$ cat src/rtl/mc_control_ws_pkg.sv
// Shared types and encodings for the multicycle control unit: state enum,
// instruction field codes and datapath mux select codes.
package mc_ctrl_pkg;

  typedef enum logic [3:0] {
    S_FETCH  = 4'd0,
    S_DECODE = 4'd1,
    S_MEMADR = 4'd2,
    S_MEMRD  = 4'd3,
    S_MEMWR  = 4'd4,
    S_WB_MEM = 4'd5,
    S_EXEC_R = 4'd6,
    S_WB_R   = 4'd7,
    S_EXEC_I = 4'd8,
    S_WB_I   = 4'd9,
    S_BRANCH = 4'd10,
    S_JUMP   = 4'd11,
    S_TRAP   = 4'd15
  } state_e;

  localparam logic [5:0] OP_R    = 6'b000000;
  localparam logic [5:0] OP_LW   = 6'b100011;
  localparam logic [5:0] OP_SW   = 6'b101011;
  localparam logic [5:0] OP_BEQ  = 6'b000100;
  localparam logic [5:0] OP_J    = 6'b000010;
  localparam logic [5:0] OP_ADDI = 6'b001000;

  localparam logic [5:0] FN_ADD = 6'b100000;
  localparam logic [5:0] FN_SUB = 6'b100010;
  localparam logic [5:0] FN_AND = 6'b100100;
  localparam logic [5:0] FN_OR  = 6'b100101;
  localparam logic [5:0] FN_SLT = 6'b101010;

  localparam logic [3:0] ALU_AND = 4'd0;
  localparam logic [3:0] ALU_OR  = 4'd1;
  localparam logic [3:0] ALU_ADD = 4'd2;
  localparam logic [3:0] ALU_SUB = 4'd6;
  localparam logic [3:0] ALU_SLT = 4'd7;

  localparam logic [1:0] MTR_ALU_RD = 2'b00;
  localparam logic [1:0] MTR_MDR_RT = 2'b01;
  localparam logic [1:0] MTR_ALU_RT = 2'b10;

  localparam logic [1:0] SRCB_REG  = 2'b00;
  localparam logic [1:0] SRCB_FOUR = 2'b01;
  localparam logic [1:0] SRCB_IMM  = 2'b10;
  localparam logic [1:0] SRCB_BOFF = 2'b11;

  localparam logic [1:0] PCS_ALU    = 2'b00;
  localparam logic [1:0] PCS_ALUOUT = 2'b01;
  localparam logic [1:0] PCS_JUMP   = 2'b10;

  function automatic logic is_wait_state(state_e s);
    return (s == S_FETCH) || (s == S_MEMRD) || (s == S_MEMWR);
  endfunction

endpackage

$ cat src/rtl/mc_control_ws_if.sv
// Control bus between the multicycle controller and the datapath/memories.
interface mc_control_ws_if #(
  parameter int unsigned OP_W      = 6,
  parameter int unsigned ALU_SEL_W = 4,
  parameter int unsigned CNT_W     = 32
);
  logic [OP_W-1:0]      opcode;
  logic [OP_W-1:0]      funct;
  logic                 stall;
  logic                 imem_ready;
  logic                 dmem_ready;
  logic                 imem_req;
  logic                 dmem_req;
  logic                 PCWrite;
  logic                 PCWriteCond;
  logic                 IRWrite;
  logic                 DMEMWrite;
  logic                 RegWrite;
  logic                 ALUSrcA;
  logic                 RegReadSel;
  logic [1:0]           MemtoReg;
  logic [1:0]           ALUSrcB;
  logic [1:0]           PCSource;
  logic [ALU_SEL_W-1:0] ALUSel;
  logic [3:0]           state_dbg;
  logic                 retire;
  logic [CNT_W-1:0]     instr_count;
  logic                 illegal;
  logic                 timeout;

  modport master (
    input  opcode, funct, stall, imem_ready, dmem_ready,
    output imem_req, dmem_req, PCWrite, PCWriteCond, IRWrite, DMEMWrite,
           RegWrite, ALUSrcA, RegReadSel, MemtoReg, ALUSrcB, PCSource,
           ALUSel, state_dbg, retire, instr_count, illegal, timeout
  );

  modport slave (
    output opcode, funct, stall, imem_ready, dmem_ready,
    input  imem_req, dmem_req, PCWrite, PCWriteCond, IRWrite, DMEMWrite,
           RegWrite, ALUSrcA, RegReadSel, MemtoReg, ALUSrcB, PCSource,
           ALUSel, state_dbg, retire, instr_count, illegal, timeout
  );
endinterface

$ cat src/rtl/mc_control_ws_alu_decode.sv
// R-type funct field to ALU operation, flagging unsupported functs.
module mc_alu_decode import mc_ctrl_pkg::*; #(
  parameter int unsigned OP_W      = 6,
  parameter int unsigned ALU_SEL_W = 4
) (
  input  logic [OP_W-1:0]      i_funct,
  output logic [ALU_SEL_W-1:0] o_alu_sel,
  output logic                 o_illegal
);

  always_comb begin
    o_alu_sel = '0;
    o_illegal = 1'b0;
    case (i_funct)
      OP_W'(FN_ADD): o_alu_sel = ALU_SEL_W'(ALU_ADD);
      OP_W'(FN_SUB): o_alu_sel = ALU_SEL_W'(ALU_SUB);
      OP_W'(FN_AND): o_alu_sel = ALU_SEL_W'(ALU_AND);
      OP_W'(FN_OR):  o_alu_sel = ALU_SEL_W'(ALU_OR);
      OP_W'(FN_SLT): o_alu_sel = ALU_SEL_W'(ALU_SLT);
      default:       o_illegal = 1'b1;
    endcase
  end

endmodule

$ cat src/rtl/mc_control_ws.sv
// Multicycle MIPS-subset control unit with memory wait-state handshakes,
// stall, watchdog, sticky traps and a retired-instruction counter.
module mc_control_ws import mc_ctrl_pkg::*; #(
  parameter int unsigned OP_W        = 6,
  parameter int unsigned ALU_SEL_W   = 4,
  parameter int unsigned MEM_TIMEOUT = 15,
  parameter int unsigned CNT_W       = 32
) (
  input  logic           clk,
  input  logic           reset,
  mc_control_ws_if.master bus
);

  localparam int unsigned TW = (MEM_TIMEOUT > 1) ? $clog2(MEM_TIMEOUT) : 1;
  localparam logic [TW-1:0] LIMIT = TW'((MEM_TIMEOUT == 0) ? 0 : MEM_TIMEOUT - 1);

  state_e           r_state;
  logic [TW-1:0]    r_wait;
  logic [CNT_W-1:0] r_count;
  logic             r_illegal;
  logic             r_timeout;

  logic [ALU_SEL_W-1:0] w_fn_alu;
  logic                 w_fn_illegal;
  logic                 w_ready;
  logic                 w_waiting;
  logic                 w_expire;
  logic                 w_go;

  logic                 w_imem_req, w_dmem_req, w_pcwrite, w_pcwcond, w_irwrite;
  logic                 w_dmemwrite, w_regwrite, w_srca, w_retire;
  logic [1:0]           w_mtr, w_srcb, w_pcsrc;
  logic [ALU_SEL_W-1:0] w_alusel;

  mc_alu_decode #(.OP_W(OP_W), .ALU_SEL_W(ALU_SEL_W)) u_alu_decode (
    .i_funct   (bus.funct),
    .o_alu_sel (w_fn_alu),
    .o_illegal (w_fn_illegal)
  );

  assign w_go      = !bus.stall;
  assign w_ready   = (r_state == S_FETCH) ? bus.imem_ready : bus.dmem_ready;
  assign w_waiting = is_wait_state(r_state) && !w_ready;
  assign w_expire  = (MEM_TIMEOUT != 0) && w_waiting && (r_wait == LIMIT);

  always_ff @(posedge clk or negedge reset) begin
    if (!reset) begin
      r_state   <= S_FETCH;
      r_wait    <= '0;
      r_count   <= '0;
      r_illegal <= 1'b0;
      r_timeout <= 1'b0;
    end else begin
      if (w_retire) r_count <= r_count + 1'b1;
      if (w_go) begin
        if (w_waiting) begin
          if (w_expire) begin
            r_state   <= S_TRAP;
            r_timeout <= 1'b1;
            r_wait    <= '0;
          end else begin
            r_wait <= r_wait + 1'b1;
          end
        end else begin
          r_wait <= '0;
          case (r_state)
            S_FETCH:  r_state <= S_DECODE;
            S_DECODE: begin
              case (bus.opcode)
                OP_W'(OP_R): begin
                  if (w_fn_illegal) begin
                    r_state   <= S_TRAP;
                    r_illegal <= 1'b1;
                  end else begin
                    r_state <= S_EXEC_R;
                  end
                end
                OP_W'(OP_LW), OP_W'(OP_SW): r_state <= S_MEMADR;
                OP_W'(OP_ADDI):             r_state <= S_EXEC_I;
                OP_W'(OP_BEQ):              r_state <= S_BRANCH;
                OP_W'(OP_J):                r_state <= S_JUMP;
                default: begin
                  r_state   <= S_TRAP;
                  r_illegal <= 1'b1;
                end
              endcase
            end
            S_MEMADR: r_state <= (bus.opcode == OP_W'(OP_LW)) ? S_MEMRD : S_MEMWR;
            S_MEMRD:  r_state <= S_WB_MEM;
            S_EXEC_R: r_state <= S_WB_R;
            S_EXEC_I: r_state <= S_WB_I;
            S_MEMWR, S_WB_MEM, S_WB_R, S_WB_I, S_BRANCH, S_JUMP: r_state <= S_FETCH;
            S_TRAP:   r_state <= S_TRAP;
            default:  r_state <= S_TRAP;
          endcase
        end
      end
    end
  end

  // Controls decode from state; strobes also need ready (wait states) and no stall.
  always_comb begin
    w_imem_req  = 1'b0;
    w_dmem_req  = 1'b0;
    w_pcwrite   = 1'b0;
    w_pcwcond   = 1'b0;
    w_irwrite   = 1'b0;
    w_dmemwrite = 1'b0;
    w_regwrite  = 1'b0;
    w_srca      = 1'b0;
    w_retire    = 1'b0;
    w_mtr       = MTR_ALU_RD;
    w_srcb      = SRCB_REG;
    w_pcsrc     = PCS_ALU;
    w_alusel    = '0;
    if (reset) begin
      case (r_state)
        S_FETCH: begin
          w_imem_req = 1'b1;
          w_srcb     = SRCB_FOUR;
          w_alusel   = ALU_SEL_W'(ALU_ADD);
          w_irwrite  = bus.imem_ready && w_go;
          w_pcwrite  = bus.imem_ready && w_go;
        end
        S_DECODE: begin
          w_srcb   = SRCB_BOFF;
          w_alusel = ALU_SEL_W'(ALU_ADD);
        end
        S_MEMADR, S_EXEC_I: begin
          w_srca   = 1'b1;
          w_srcb   = SRCB_IMM;
          w_alusel = ALU_SEL_W'(ALU_ADD);
        end
        S_MEMRD: w_dmem_req = 1'b1;
        S_MEMWR: begin
          w_dmem_req  = 1'b1;
          w_dmemwrite = bus.dmem_ready && w_go;
          w_retire    = bus.dmem_ready && w_go;
        end
        S_WB_MEM: begin
          w_regwrite = w_go;
          w_mtr      = MTR_MDR_RT;
          w_retire   = w_go;
        end
        S_EXEC_R: begin
          w_srca   = 1'b1;
          w_alusel = w_fn_alu;
        end
        S_WB_R: begin
          w_regwrite = w_go;
          w_retire   = w_go;
        end
        S_WB_I: begin
          w_regwrite = w_go;
          w_mtr      = MTR_ALU_RT;
          w_retire   = w_go;
        end
        S_BRANCH: begin
          w_srca    = 1'b1;
          w_alusel  = ALU_SEL_W'(ALU_SUB);
          w_pcwcond = w_go;
          w_pcsrc   = PCS_ALUOUT;
          w_retire  = w_go;
        end
        S_JUMP: begin
          w_pcwrite = w_go;
          w_pcsrc   = PCS_JUMP;
          w_retire  = w_go;
        end
        default: ;
      endcase
    end
  end

  assign bus.imem_req    = w_imem_req;
  assign bus.dmem_req    = w_dmem_req;
  assign bus.PCWrite     = w_pcwrite;
  assign bus.PCWriteCond = w_pcwcond;
  assign bus.IRWrite     = w_irwrite;
  assign bus.DMEMWrite   = w_dmemwrite;
  assign bus.RegWrite    = w_regwrite;
  assign bus.ALUSrcA     = w_srca;
  assign bus.RegReadSel  = 1'b0;
  assign bus.MemtoReg    = w_mtr;
  assign bus.ALUSrcB     = w_srcb;
  assign bus.PCSource    = w_pcsrc;
  assign bus.ALUSel      = w_alusel;
  assign bus.state_dbg   = r_state;
  assign bus.retire      = w_retire;
  assign bus.instr_count = r_count;
  assign bus.illegal     = r_illegal;
  assign bus.timeout     = r_timeout;

endmodule

$ cat src/flat_wrapper.sv
// flat-port wrapper written by rule: the top's interface ports become plain ports
module mc_control_ws_flat import mc_ctrl_pkg::*;
#(
  parameter int unsigned OP_W        = 6,
  parameter int unsigned ALU_SEL_W   = 4,
  parameter int unsigned MEM_TIMEOUT = 15,
  parameter int unsigned CNT_W       = 32
)
  (clk, reset, bus_opcode, bus_funct, bus_stall, bus_imem_ready, bus_dmem_ready, bus_imem_req, bus_dmem_req, bus_PCWrite, bus_PCWriteCond, bus_IRWrite, bus_DMEMWrite, bus_RegWrite, bus_ALUSrcA, bus_RegReadSel, bus_MemtoReg, bus_ALUSrcB, bus_PCSource, bus_ALUSel, bus_state_dbg, bus_retire, bus_instr_count, bus_illegal, bus_timeout);
  mc_control_ws_if #(.OP_W(OP_W), .ALU_SEL_W(ALU_SEL_W), .CNT_W(CNT_W)) bus_i ();
  input  logic clk;
  input  logic reset;
  input wire logic [$bits(bus_i.opcode)-1:0] bus_opcode;
  input wire logic [$bits(bus_i.funct)-1:0] bus_funct;
  input wire logic [$bits(bus_i.stall)-1:0] bus_stall;
  input wire logic [$bits(bus_i.imem_ready)-1:0] bus_imem_ready;
  input wire logic [$bits(bus_i.dmem_ready)-1:0] bus_dmem_ready;
  output wire logic [$bits(bus_i.imem_req)-1:0] bus_imem_req;
  output wire logic [$bits(bus_i.dmem_req)-1:0] bus_dmem_req;
  output wire logic [$bits(bus_i.PCWrite)-1:0] bus_PCWrite;
  output wire logic [$bits(bus_i.PCWriteCond)-1:0] bus_PCWriteCond;
  output wire logic [$bits(bus_i.IRWrite)-1:0] bus_IRWrite;
  output wire logic [$bits(bus_i.DMEMWrite)-1:0] bus_DMEMWrite;
  output wire logic [$bits(bus_i.RegWrite)-1:0] bus_RegWrite;
  output wire logic [$bits(bus_i.ALUSrcA)-1:0] bus_ALUSrcA;
  output wire logic [$bits(bus_i.RegReadSel)-1:0] bus_RegReadSel;
  output wire logic [$bits(bus_i.MemtoReg)-1:0] bus_MemtoReg;
  output wire logic [$bits(bus_i.ALUSrcB)-1:0] bus_ALUSrcB;
  output wire logic [$bits(bus_i.PCSource)-1:0] bus_PCSource;
  output wire logic [$bits(bus_i.ALUSel)-1:0] bus_ALUSel;
  output wire logic [$bits(bus_i.state_dbg)-1:0] bus_state_dbg;
  output wire logic [$bits(bus_i.retire)-1:0] bus_retire;
  output wire logic [$bits(bus_i.instr_count)-1:0] bus_instr_count;
  output wire logic [$bits(bus_i.illegal)-1:0] bus_illegal;
  output wire logic [$bits(bus_i.timeout)-1:0] bus_timeout;
  assign bus_i.opcode = bus_opcode;
  assign bus_i.funct = bus_funct;
  assign bus_i.stall = bus_stall;
  assign bus_i.imem_ready = bus_imem_ready;
  assign bus_i.dmem_ready = bus_dmem_ready;
  assign bus_imem_req = bus_i.imem_req;
  assign bus_dmem_req = bus_i.dmem_req;
  assign bus_PCWrite = bus_i.PCWrite;
  assign bus_PCWriteCond = bus_i.PCWriteCond;
  assign bus_IRWrite = bus_i.IRWrite;
  assign bus_DMEMWrite = bus_i.DMEMWrite;
  assign bus_RegWrite = bus_i.RegWrite;
  assign bus_ALUSrcA = bus_i.ALUSrcA;
  assign bus_RegReadSel = bus_i.RegReadSel;
  assign bus_MemtoReg = bus_i.MemtoReg;
  assign bus_ALUSrcB = bus_i.ALUSrcB;
  assign bus_PCSource = bus_i.PCSource;
  assign bus_ALUSel = bus_i.ALUSel;
  assign bus_state_dbg = bus_i.state_dbg;
  assign bus_retire = bus_i.retire;
  assign bus_instr_count = bus_i.instr_count;
  assign bus_illegal = bus_i.illegal;
  assign bus_timeout = bus_i.timeout;
  mc_control_ws #(.OP_W(OP_W), .ALU_SEL_W(ALU_SEL_W), .MEM_TIMEOUT(MEM_TIMEOUT), .CNT_W(CNT_W)) u_core (.clk(clk), .reset(reset), .bus(bus_i));
endmodule
$ cat config.mk
export PLATFORM = sky130hd
export DESIGN_NAME = mc_control_ws_flat
export DESIGN_NICKNAME = d
export VERILOG_FILES = /design/src/rtl/mc_control_ws_pkg.sv /design/src/rtl/mc_control_ws_if.sv /design/src/rtl/mc_control_ws_alu_decode.sv /design/src/rtl/mc_control_ws.sv /design/src/flat_wrapper.sv
export SDC_FILE = /design/constraint.sdc
export NUM_CORES = 1
export LEC_CHECK = 0
export BUFFER_PORTS_ARGS = -buffer_cell sky130_fd_sc_hd__buf_2
export CAP_MARGIN = 20
export CELL_PAD_IN_SITES_DETAIL_PLACEMENT = 1
export CELL_PAD_IN_SITES_GLOBAL_PLACEMENT = 1
export CORE_MARGIN = 4
export CORE_UTILIZATION = 42
export CTS_CLUSTER_DIAMETER = 60
export DETAILED_ROUTE_END_ITERATION = 12
export PLACE_DENSITY = 0.95
export SETUP_SLACK_MARGIN = 0.05
export SYNTH_ARGS = -nofsm -noshare
export SYNTH_HDL_FRONTEND = slang
export SYNTH_HIERARCHICAL = 1
export SYNTH_SLANG_ARGS = --single-unit
export TNS_END_PERCENT = 1
$ cat constraint.sdc
create_clock -name clk -period 3.1 [get_ports clk]
set_input_delay 0.62 -clock clk [delete_from_list [all_inputs] [get_ports clk]]
set_output_delay 0.62 -clock clk [all_outputs]
set_load 0.01 [all_outputs]
== After elaboration in Yosys (flattened, before gate mapping) ==
Cells that the tools add are included.

* Register bits after elaboration: 42
* Input bits: 17
* Output and inout port bits: 58
* Logic and storage cells: 95

* $add $sub $neg: 2
* Equality and inequality tests: 24
* Multiplexer cells: 38
* Bitwise logic cells: 3
* Reductions and logical operators: 23

{| class="wikitable"
|+ Operator list
! kind !! count
|-
| == test 6 bit (second input constant) || 7
|-
| adder 32 x 1 -> 32 bit (second input constant) || 1
|-
| case mux 4 bit (7 select lines) || 1
|-
| two-way mux 4 bit || 6
|-
| == test 4 bit (second input constant) || 5
|-
| case mux 4 bit (5 select lines) || 1
|-
| two-way mux 1 bit || 18
|-
| == test 4 x 3 -> 1 bit (second input constant) || 4
|-
| OR reduction 5 bit || 3
|-
| case mux 3 bit (4 select lines) || 1
|-
| case mux 3 bit (3 select lines) || 1
|-
| == test 4 x 2 -> 1 bit (second input constant) || 2
|-
| case mux 2 bit (2 select lines) || 2
|-
| OR reduction 4 bit || 2
|-
| == test 6 x 2 -> 1 bit (second input constant) || 1
|-
| == test 6 x 3 -> 1 bit (second input constant) || 1
|-
| == test 6 x 4 -> 1 bit (second input constant) || 1
|-
| logical NOT 6 bit || 1
|-
| two-way mux 2 bit || 3
|-
| case mux 1 bit (2 select lines) || 3
|-
| case mux 2 bit (3 select lines) || 1
|-
| OR reduction 2 bit || 3
|-
| OR reduction 6 bit || 1
|-
| AND reduction 5 bit || 1
|-
| other kinds (12) || 20
|}

== Depth between registers and ports, before layout ==
Gate-level depths: netlist of the first run.

* Word-level depth: 7
* Mapped depth: 8
* Depth with buffers taken out: 6

== By module ==
The synthesis of the first run kept the hierarchy.

{| class="wikitable"
|+ Modules (own cells, without submodules)
! module !! instances !! cells an instance !! area each (µm²) !! sequential area each (µm²)
|-
| mc_control_ws || 1 || 279 || 2637.5 || 1051.0
|-
| mc_alu_decode || 1 || 11 || 83.8 || 0.0
|}

== Least setup slack after synthesis of the first run ==
OpenSTA, ideal clock, no wires.

* Path kind: register to output
* From: register u_core.r_state[2], in the netlist u_core/bus.state_dbg[2]
* To: output bus_dmem_req
* Arrival: 1.664 ns
* Data required time: 2.480 ns
* Slack: 0.816 ns
* Cell stages (with the launch flop): 7
* Buffers on the path: 3
* Cells stage by stage: dfrtp_1 buf_2 buf_1 clkbuf_1 nor3b_1 a21oi_1 nor3_1

* Cells in the longest elaborated chain, start to end: 4
* Elaborated cells between the ends (all ways): 5
* Those cells by class: eq/ne: 2; mux: 2; reduce/logical: 1

{| class="wikitable"
|+ Ends and longest elaborated chain
! element !! RTL line !! text
|-
| start: declaration || mc_control_ws.sv:17 || <nowiki>state_e r_state;</nowiki>
|-
| start signal: assignment || mc_control_ws.sv:88 || <nowiki>S_MEMADR: r_state <= (bus.opcode == OP_W'(OP_LW)) ? S_MEMRD : S_MEMWR;</nowiki>
|-
| == test 4 x 3 -> 1 bit or == test 4 x 2 -> 1 bit (tied branches) || mc_control_ws.sv:117 || <nowiki>case (r_state)</nowiki>
|-
| OR reduction 2 bit (no line) * || n/a ||
|-
| two-way mux 1 bit * || mc_control_ws.sv:117 ||
|-
| two-way mux 1 bit * || mc_control_ws.sv:116 || <nowiki>if (reset) begin</nowiki>
|-
| end: declaration || flat_wrapper.sv:19 || <nowiki>output wire logic [$bits(bus_i.dmem_req)-1:0] bus_dmem_req;</nowiki>
|}

Every way passes the cells marked *; elsewhere a longest branch is shown, timed or not.

== Worst setup path after layout of the first run ==
* From: register u_core.r_state[1], in the netlist u_core/bus.state_dbg[1]
* To: output bus_retire

* Cells in the longest elaborated chain, start to end: 4
* Elaborated cells between the ends (all ways): 9
* Those cells by class: eq/ne: 6; mux: 2; reduce/logical: 1

{| class="wikitable"
|+ Ends and longest elaborated chain
! element !! RTL line !! text
|-
| == test 4 x 3 -> 1 bit or == test 4 bit (tied branches) || mc_control_ws.sv:117 ||
|-
| OR reduction 5 bit (no line) || n/a ||
|-
| case mux 1 bit (2 select lines) * || mc_control_ws.sv:117 ||
|-
| two-way mux 1 bit * || mc_control_ws.sv:116 ||
|-
| end: declaration || flat_wrapper.sv:32 || <nowiki>output wire logic [$bits(bus_i.retire)-1:0] bus_retire;</nowiki>
|}

Marked as above.

==> reports/metrics.cfg, run 1 <==
[run_status]
status=complete, no violations

[clock_network]
clk_pin_slew_ns=0.08
cts_sinks=42
cts.htree.levels=2
cts_resized=0
cts_setup_buffers=0
postCtsHoldBufs=0
root_buffer=clkbuf_8
clkLatencyLatePin_ns=0.29
numCtsBuffers=5
cts_buffer_depth=2
cts_tree=built

[timing]
fmaxAchievable_mhz=367
setup_tns_ns=0
rsz0062_at_grt=no
skew_ns=0.00426
tightestPinTransition_ns=0.792
fin_crit_ns=2.73
slew_headroom=0.472
timing.final.max_slew_violations=0
setup_viol=0
min_period_over_period=0.879
hold_viol=0

[yosys]
synth-seq-cells=42
synth_common_cells=42 x dfrtp_1, 22 x nand2_1, 22 x xnor2_1, 19 x nand3_1, 18 x nor2_1
synth_top_cell_by_area=dfrtp_1
synth_top_area_share=0.386
ys_top_cells_by_area=dfrtp_1 39%, xnor2_1 7.1%, xor2_1 3.9%
syn-num-nets=310
synth_edf_count=0
synthFlopType=dfrtp_1
async_flop_share=1.00
syn_inst=290
synth_area_sq_mm=0.00272
syn_area_per_cell_sq_um=9.38
yosysSeqAreaShare=0.386
ys_types=61
yosysMostFrequentCell=dfrtp_1
ys_warn_count=6

[drt]
drt-met1-wl_mm=3.09
via_per_inst=5.65
drt_iter0_drc=86
wl_met2_mm=4.04
drc_errors=0
wl_per_cell_um=17.7
detail-route-antenna-nets=0
dr_wl_met3_um=446
vias=2458
drt_pass1_iterations=4
routed_wl_mm=7.69
top_layer=met4

[power_and_ir_drop]
ir_drop_v=0.000301
power_mw=1.95
p_per_area_mw_per_mm2=603
leakage_nw=1.57

[placed_design]
gp_congestion=0.850
io_buffer_count=72
dp_hpwl_mm=5.85

[global_route]
grt_pass1_vias=2567
grtUsageTotal=0.208
overflow=0
antenna_found_initial=0
grt_max_degree=39
grt_pass1_wl_mm=12.7

[worst_hold_path]
hold_class=input port to async pin

[floorplanning]
io_pins=75
die_w_um=88.5
rows=29
dieArea_sq_mm=0.00783
die_h_um=88.5
initial_core_util=0.431
core-area_sq_mm=0.00631

[final_layout]
fin_nets=377
drive_above_1_share=0.282
areaGrowthSynthToFinish_pct=18.9
antenna_cells=0

[critical_path]
cp_data_arrival_time_ns=2.11
cp_max_fo=23
setup.worst_path.class=flip-flop to primary output
crit_start=u_core/bus.state_dbg[1]$_DFFE_PN0P_
critPathLaunchType=flip-flop
worstPathRequired_ns=2.48
r2r-start=u_core/bus.state_dbg[1]$_DFFE_PN0P_
endpoint_kind=primary output

[job]
maxCapViolations=0

[layer usage]
layer / vias up / GRT usage
met1: 1204 / 0.252
met3: 10 / 0.0363
met5: - / 0
li1: 1169 / -
met2: 75 / 0.375
met4: 0 / 0.0659
[cells in the final DEF (no fill, tap or decap), types with 5 or more instances in the layout]
cell | Yosys | routed
nand2b_1 | 6 | 6
nor2b_1 | 5 | 5
and3_1 | 12 | 12
o21ai_0 | 8 | 8
nand3_1 | 19 | 19
nor3_1 | 9 | 9
nand2_1 | 22 | 22
inv_1 | 9 | 9
and2_1 | 5 | 5
or3_1 | 5 | 5
dfrtp_1 | 42 | 42
nand4_1 | 7 | 7
clkbuf_8 | 0 | 8
nor4_1 | 6 | 6
xor2_1 | 12 | 12
xnor2_1 | 22 | 22
buf_2 | 4 | 72
nor2_1 | 18 | 18
a21oi_1 | 7 | 7
[flip-flops by register name, indices dropped and copies added (netlist names)]
register / cells
u_core/bus.illegal: 1
u_core/bus.timeout: 1
u_core/r_wait: 4
u_core/bus.instr_count: 32
u_core/bus.state_dbg: 4
[stage by stage]
step                      hold slack (ns)  cell area (sq um)  std cells  worst slack (ns)   util
final                               0.196               3230        435             0.374  0.512
after CTS                           0.190               3230        435             0.349  0.512
after global routing                0.202               3230        435             0.217  0.512
after detailed placement            0.459               3120        427             0.448  0.495
after global placement              0.456               3120        427             0.505  0.495
after floorplan                     0.324               2720        290             0.816      -
[power breakdown]
part           leakage (nW)  internal, mW  total [mW]  switching [mW]
Sequential            0.564         0.601       0.777           0.176
Combinational         0.946         0.313       0.769           0.457
Clock                0.0575         0.225       0.405           0.180
[critical path, stage by stage, from the launching register on]
cell     delay, ns
dfrtp_1       0.86
nor4b_4       0.12
a32oi_4       0.35
and2_4        0.27
inv_1         0.07
buf_2         0.14
[final timing paths]
kind | endpoint | slack (ns) | depth (start not counted)
max reg2reg | u_core/bus.state_dbg[1]$_DFFE_PN0P_ | 0.77 | 5
min in group clk | u_core/bus.timeout$_DFFE_PN0P_ | 0.46 | 1
max | bus_retire | 0.37 | 5
min | u_core/bus.state_dbg[2]$_DFFE_PN0P_ | 0.20 | 1
min reg2reg | u_core/bus.timeout$_DFFE_PN0P_ | 0.46 | 1
max in group asynchronous | u_core/bus.instr_count[20]$_DFFE_PN0P_ | 2.15 | 2
[kinds of logic (layout without fill, tap and decap cells)]
kind of cell / after synthesis / after routing / share of synthesized area
AO/OA/AOI/OAI: 46 / 46 / 0.144
XOR/XNOR: 34 / 34 / 0.109
adder cells (fa/ha/maj): 3 / 3 / 0.0138
buffers and inverters: 24 / 92 / 0.0405
flip-flops: 42 / 42 / 0.386
multiplexers: 2 / 2 / 0.00828
other: 2 / 2 / 0.00276
AND/OR/NAND/NOR: 137 / 137 / 0.295
[area by class of cell]
| cell class | instances | area (sq um) |
|---|---|---|
| inverters | 9 | 33.8 |
| fillers | 765 | 3080 |
| well taps | 77 | 96.3 |
| flip-flops and latches | 42 | 1050 |
| multi-input cells | 224 | 1560 |
| clock buffers | 8 | 110 |
| repair buffers | 75 | 383 |
(Power assumes the default switching activity.)
==> inputs of run 2 (changes only) <==
Settings changed: CTS_CLUSTER_DIAMETER 60 to 200, MAX_ROUTING_LAYER set to met4.
==> reports/metrics.cfg, run 2 (same netlist as run 1, synthesis figures left out) <==
[drt]
routed_wl_mm=7.71
drt_pass1_iterations=4
drt_iter0_drc=87
drc_errors=0
vias=2456
via_per_inst=5.65
detail-route-antenna-nets=0
wl_per_cell_um=17.7

[floorplanning]
die_h_um=88.5
initial_core_util=0.431
rows=29
io_pins=75
core-area_sq_mm=0.00631
die_w_um=88.5
dieArea_sq_mm=0.00783

[clock_network]
cts_buffer_depth=2
numCtsBuffers=5
cts_resized=0
cts_sinks=42
clkLatencyLatePin_ns=0.29
cts.htree.levels=2
clk_pin_slew_ns=0.08
cts_setup_buffers=0
root_buffer=clkbuf_8
postCtsHoldBufs=0
cts_tree=built

[power_and_ir_drop]
p_per_area_mw_per_mm2=604
ir_drop_v=0.000305
leakage_nw=1.57
power_mw=1.95

[final_layout]
final_common_cell=buf_2
largest_reg_flops=32
areaGrowthSynthToFinish_pct=18.9
finalNonFillerCells=435
fin_nets=377
layout_common_cells=72 x buf_2, 42 x dfrtp_1, 22 x nand2_1, 22 x xnor2_1, 19 x nand3_1
drive_above_1_share=0.282
antenna_cells=0

[critical_path]
reg2regPathDepth=5
setup.worst_path.class=flip-flop to primary output
endpoint_kind=primary output
cp_max_fo=23
cp_data_arrival_time_ns=2.12
worstPathRequired_ns=2.48
critPathLaunchType=flip-flop

[timing]
timing.final.max_slew_violations=0
hold_viol=0
setup_tns_ns=0
fin_crit_ns=2.74
setup_viol=0
min_period_over_period=0.884
worst_hold_slack_ns=0.196
tightestPinTransition_ns=0.806
rsz0062_at_grt=no
skew_ns=0.00391
fmaxAchievable_mhz=365
slew_headroom=0.463

[placed_design]
io_buffer_count=72
gp_congestion=0.863
dp_cells=427
dp_hpwl_mm=5.85

[worst_hold_path]
hold_class=input port to async pin

[run_status]
status=complete, no violations

[global_route]
antenna_found_initial=0
grtUsageTotal=0.215
grt_max_degree=39
grt_pass1_vias=2549
overflow=0
grt_pass1_wl_mm=12.7

[job]
maxCapViolations=0

==> run 2: cell counts in the layout (fill, tap and decap cells not counted) <==
No cell type changed its count.
==> run 2: cell type report <==
class                      count  area [sq um]
inverter                       9          33.8
timing repair buffer          75           383
clock buffer                   8           110
sequential                    42          1050
tap                           77          96.3
fill                         765          3080
multi-input combinational    224          1560
==> run 2: layer usage <==
layer | global-route usage | vias to the layer above | wire, um
met5 | - | - | 0
met4 | 0.0659 | 0 | 119
met3 | 0.0317 | 10 | 384
met2 | 0.373 | 62 | 3970
met1 | 0.258 | 1216 | 3230
li1 | - | 1168 | -
==> run 2: worst max-delay path: stages, from the launching register on <==
cell and delay (ns):
dfrtp_1 0.87, nor4b_4 0.12, a32oi_4 0.35, and2_4 0.27, inv_1 0.07, buf_2 0.14
==> run 2: metrics by stage <==
| stage | setup WS, ns | area [sq um] | utilization |
|---|---|---|---|
| after CTS | 0.349 | 3230 | 0.512 |
| after global routing | 0.207 | 3230 | 0.512 |
| after global placement | 0.505 | 3120 | 0.495 |
| final | 0.359 | 3230 | 0.512 |
| after detailed placement | 0.448 | 3120 | 0.495 |
| after floorplan | 0.816 | 2720 | - |
==> run 2: final timing paths <==
kind	start	to	slack, ns
max	u_core/bus.state_dbg[1]$_DFFE_PN0P_	bus_retire	0.36
min	reset	u_core/bus.state_dbg[2]$_DFFE_PN0P_	0.20
max reg2reg	u_core/bus.state_dbg[1]$_DFFE_PN0P_	u_core/bus.state_dbg[1]$_DFFE_PN0P_	0.75
min reg2reg	u_core/bus.timeout$_DFFE_PN0P_	u_core/bus.timeout$_DFFE_PN0P_	0.46
max in group asynchronous	reset	u_core/bus.instr_count[20]$_DFFE_PN0P_	2.14
min in group clk	u_core/bus.timeout$_DFFE_PN0P_	u_core/bus.timeout$_DFFE_PN0P_	0.46
==> run 2: where the power goes <==
| group | total, mW | leakage, nW | internal (mW) | switching, mW |
|---|---|---|---|---|
| combinational | 0.771 | 0.946 | 0.313 | 0.458 |
| clock | 0.406 | 0.0575 | 0.225 | 0.181 |
| sequential | 0.776 | 0.564 | 0.601 | 0.175 |
| total | 1.95 | 1.57 | 1.14 | 0.815 |
==> inputs of run 3 (changes only) <==
Settings changed: CORE_UTILIZATION 42 to 36, PLACE_DENSITY 0.95 to 0.88.
Clock period 3.1 ns to 2.5 ns, I/O delays scaled along.
==> reports/metrics.cfg, run 3 (same netlist as run 1, synthesis figures left out) <==
[global_route]
grt_pass1_wl_mm=12.9
overflow=0
grtUsageTotal=0.185
antenna_found_initial=0
grt_pass1_vias=2601
grt_max_degree=38

[clock_network]
cts_buffer_depth=2
postCtsHoldBufs=0
clk_pin_slew_ns=0.08
cts_sinks=42
clkLatencyLatePin_ns=0.29
cts_tree=built
root_buffer=clkbuf_8
numCtsBuffers=5
cts.htree.levels=2

[placed_design]
dp_cells=454
io_buffer_count=72
dpl_worst_slack_ns=0.253
gp_congestion=0.835
dp_hpwl_mm=5.94
place_area_sq_mm=0.00319

[critical_path]
slowest_stage=dfrtp_1
cp_data_arrival_time_ns=1.83
cpPeakStageDelay_ns=0.47
cp_max_fo=8
endpoint_kind=primary output
critPathLaunchType=flip-flop
worstPathRequired_ns=2.00
path_buf_inv=2
crit_chain=and2b_2, a32oi_4, and2_4, inv_1, buf_2
crit_family=simple AND/OR/NAND/NOR gates
setup.worst_path.class=flip-flop to primary output

[power_and_ir_drop]
ir_drop_v=0.000389
seqPwrFrac=0.374
internal-power_mw=1.41
p_per_area_mw_per_mm2=736
power_mw=2.46
pwr-share-comb=0.438
swShare=0.427
leakage_nw=1.60
p_switching_mw=1.05
clockPowerShare=0.188

[final_layout]
drive_above_1_share=0.309
fin_area_sq_mm=0.00334
fin_util=0.458
finalNonFillerCells=468
antenna_cells=0
fin_nets=388
layout_common_cells=72 x buf_2, 40 x dfrtp_1, 22 x nand2_1, 22 x xnor2_1, 19 x nand3_1
final_common_cell=buf_2
areaGrowthSynthToFinish_pct=22.8
largest_reg_flops=32

[timing]
timing.final.max_slew_violations=0
fin_crit_ns=2.33
skew_ns=0.00458
hold_viol=0
worst_hold_slack_ns=0.171
tightestPinTransition_ns=0.699
rsz0062_at_grt=no
setup_viol=0
slew_headroom=0.532
min_period_over_period=0.931
fmaxAchievable_mhz=430
fin_ws_ns=0.172
setup_tns_ns=0

[floorplanning]
die_h_um=94.9
rows=31
dieArea_sq_mm=0.00901
core-area_sq_mm=0.00729
die_w_um=94.9
io_pins=75
initial_core_util=0.373

[drt]
wl_per_cell_um=16.8
via_per_inst=5.33
drt_iter0_drc=79
drt_pass1_iterations=4
vias=2494
detail-route-antenna-nets=0
drc_errors=0
routed_wl_mm=7.84

[job]
maxCapViolations=0

[run_status]
status=complete, no violations

[worst_hold_path]
hold_class=input port to async pin

-- run 3: cell types whose count changed in the layout (fill, tap and decap cells not counted) --
cell        change
dfrtp_1         -2
clkinvlp_4      +1
buf_4          +11
o211ai_2        -1
o211ai_4        +1
clkbuf_8        -2
dfrtp_2         +2
clkinv_2        +1
-- run 3: worst reg2reg max path: stages, from the launching register on --
cell	delay (ns)
dfrtp_1	0.47
buf_4	0.31
mux2_2	0.23
o32ai_1	0.07
a31oi_1	0.56
o21ai_0	0.20
a22o_1	0.27
-- run 3: path summary, 6_finish.rpt --
kind,start,to,slack (ns),cells past startpoint
min,reset,u_core/bus.state_dbg[0]$_DFFE_PN0P_,0.17,2
min reg2reg,u_core/bus.timeout$_DFFE_PN0P_,u_core/bus.timeout$_DFFE_PN0P_,0.46,1
max,u_core/bus.state_dbg[2]$_DFFE_PN0P_,bus_retire,0.17,5
max reg2reg,u_core/bus.state_dbg[2]$_DFFE_PN0P_,u_core/bus.state_dbg[1]$_DFFE_PN0P_,0.29,6
max in group asynchronous,reset,u_core/bus.state_dbg[1]$_DFFE_PN0P_,1.86,2
min in group clk,u_core/bus.timeout$_DFFE_PN0P_,u_core/bus.timeout$_DFFE_PN0P_,0.46,1
-- run 3: final cells by class --
type                    instances  area, sq um
clock buffers                   6         82.6
flip-flops and latches         42         1050
inverters                       9         33.8
well taps                      99          124
multi-input cells             224         1570
fillers                       897         3950
clock inverters                 2         12.5
repair buffers                 86          465
-- run 3: what timing repair did --
action / 4_1_cts / 5_1_grt
endpoints found under the setup margin: 1 / 1
setup buffers: 0 / 6
pin swaps: 1 / 2
gates resized for setup: 3 / 0
-- run 3: power groups by stage --
stage | clock (mW) | sequential [mW] | combinational (mW)
global placement | 0 | 0.916 | 1.01
floorplan | 0 | 0.870 | 0.732
finish | 0.461 | 0.920 | 1.08
CTS | 0.482 | 0.920 | 1.05
global route | 0.512 | 0.945 | 1.19
detailed placement | 0 | 0.925 | 1.04
-- run 3: per-layer routing --
metal,track usage,vias to the layer above,part of all wire
li1,-,1197,-
met1,0.223,1205,0.43
met2,0.318,83,0.50
met3,0.0367,9,0.055
met4,0.0469,0,0.012
met5,-,-,0
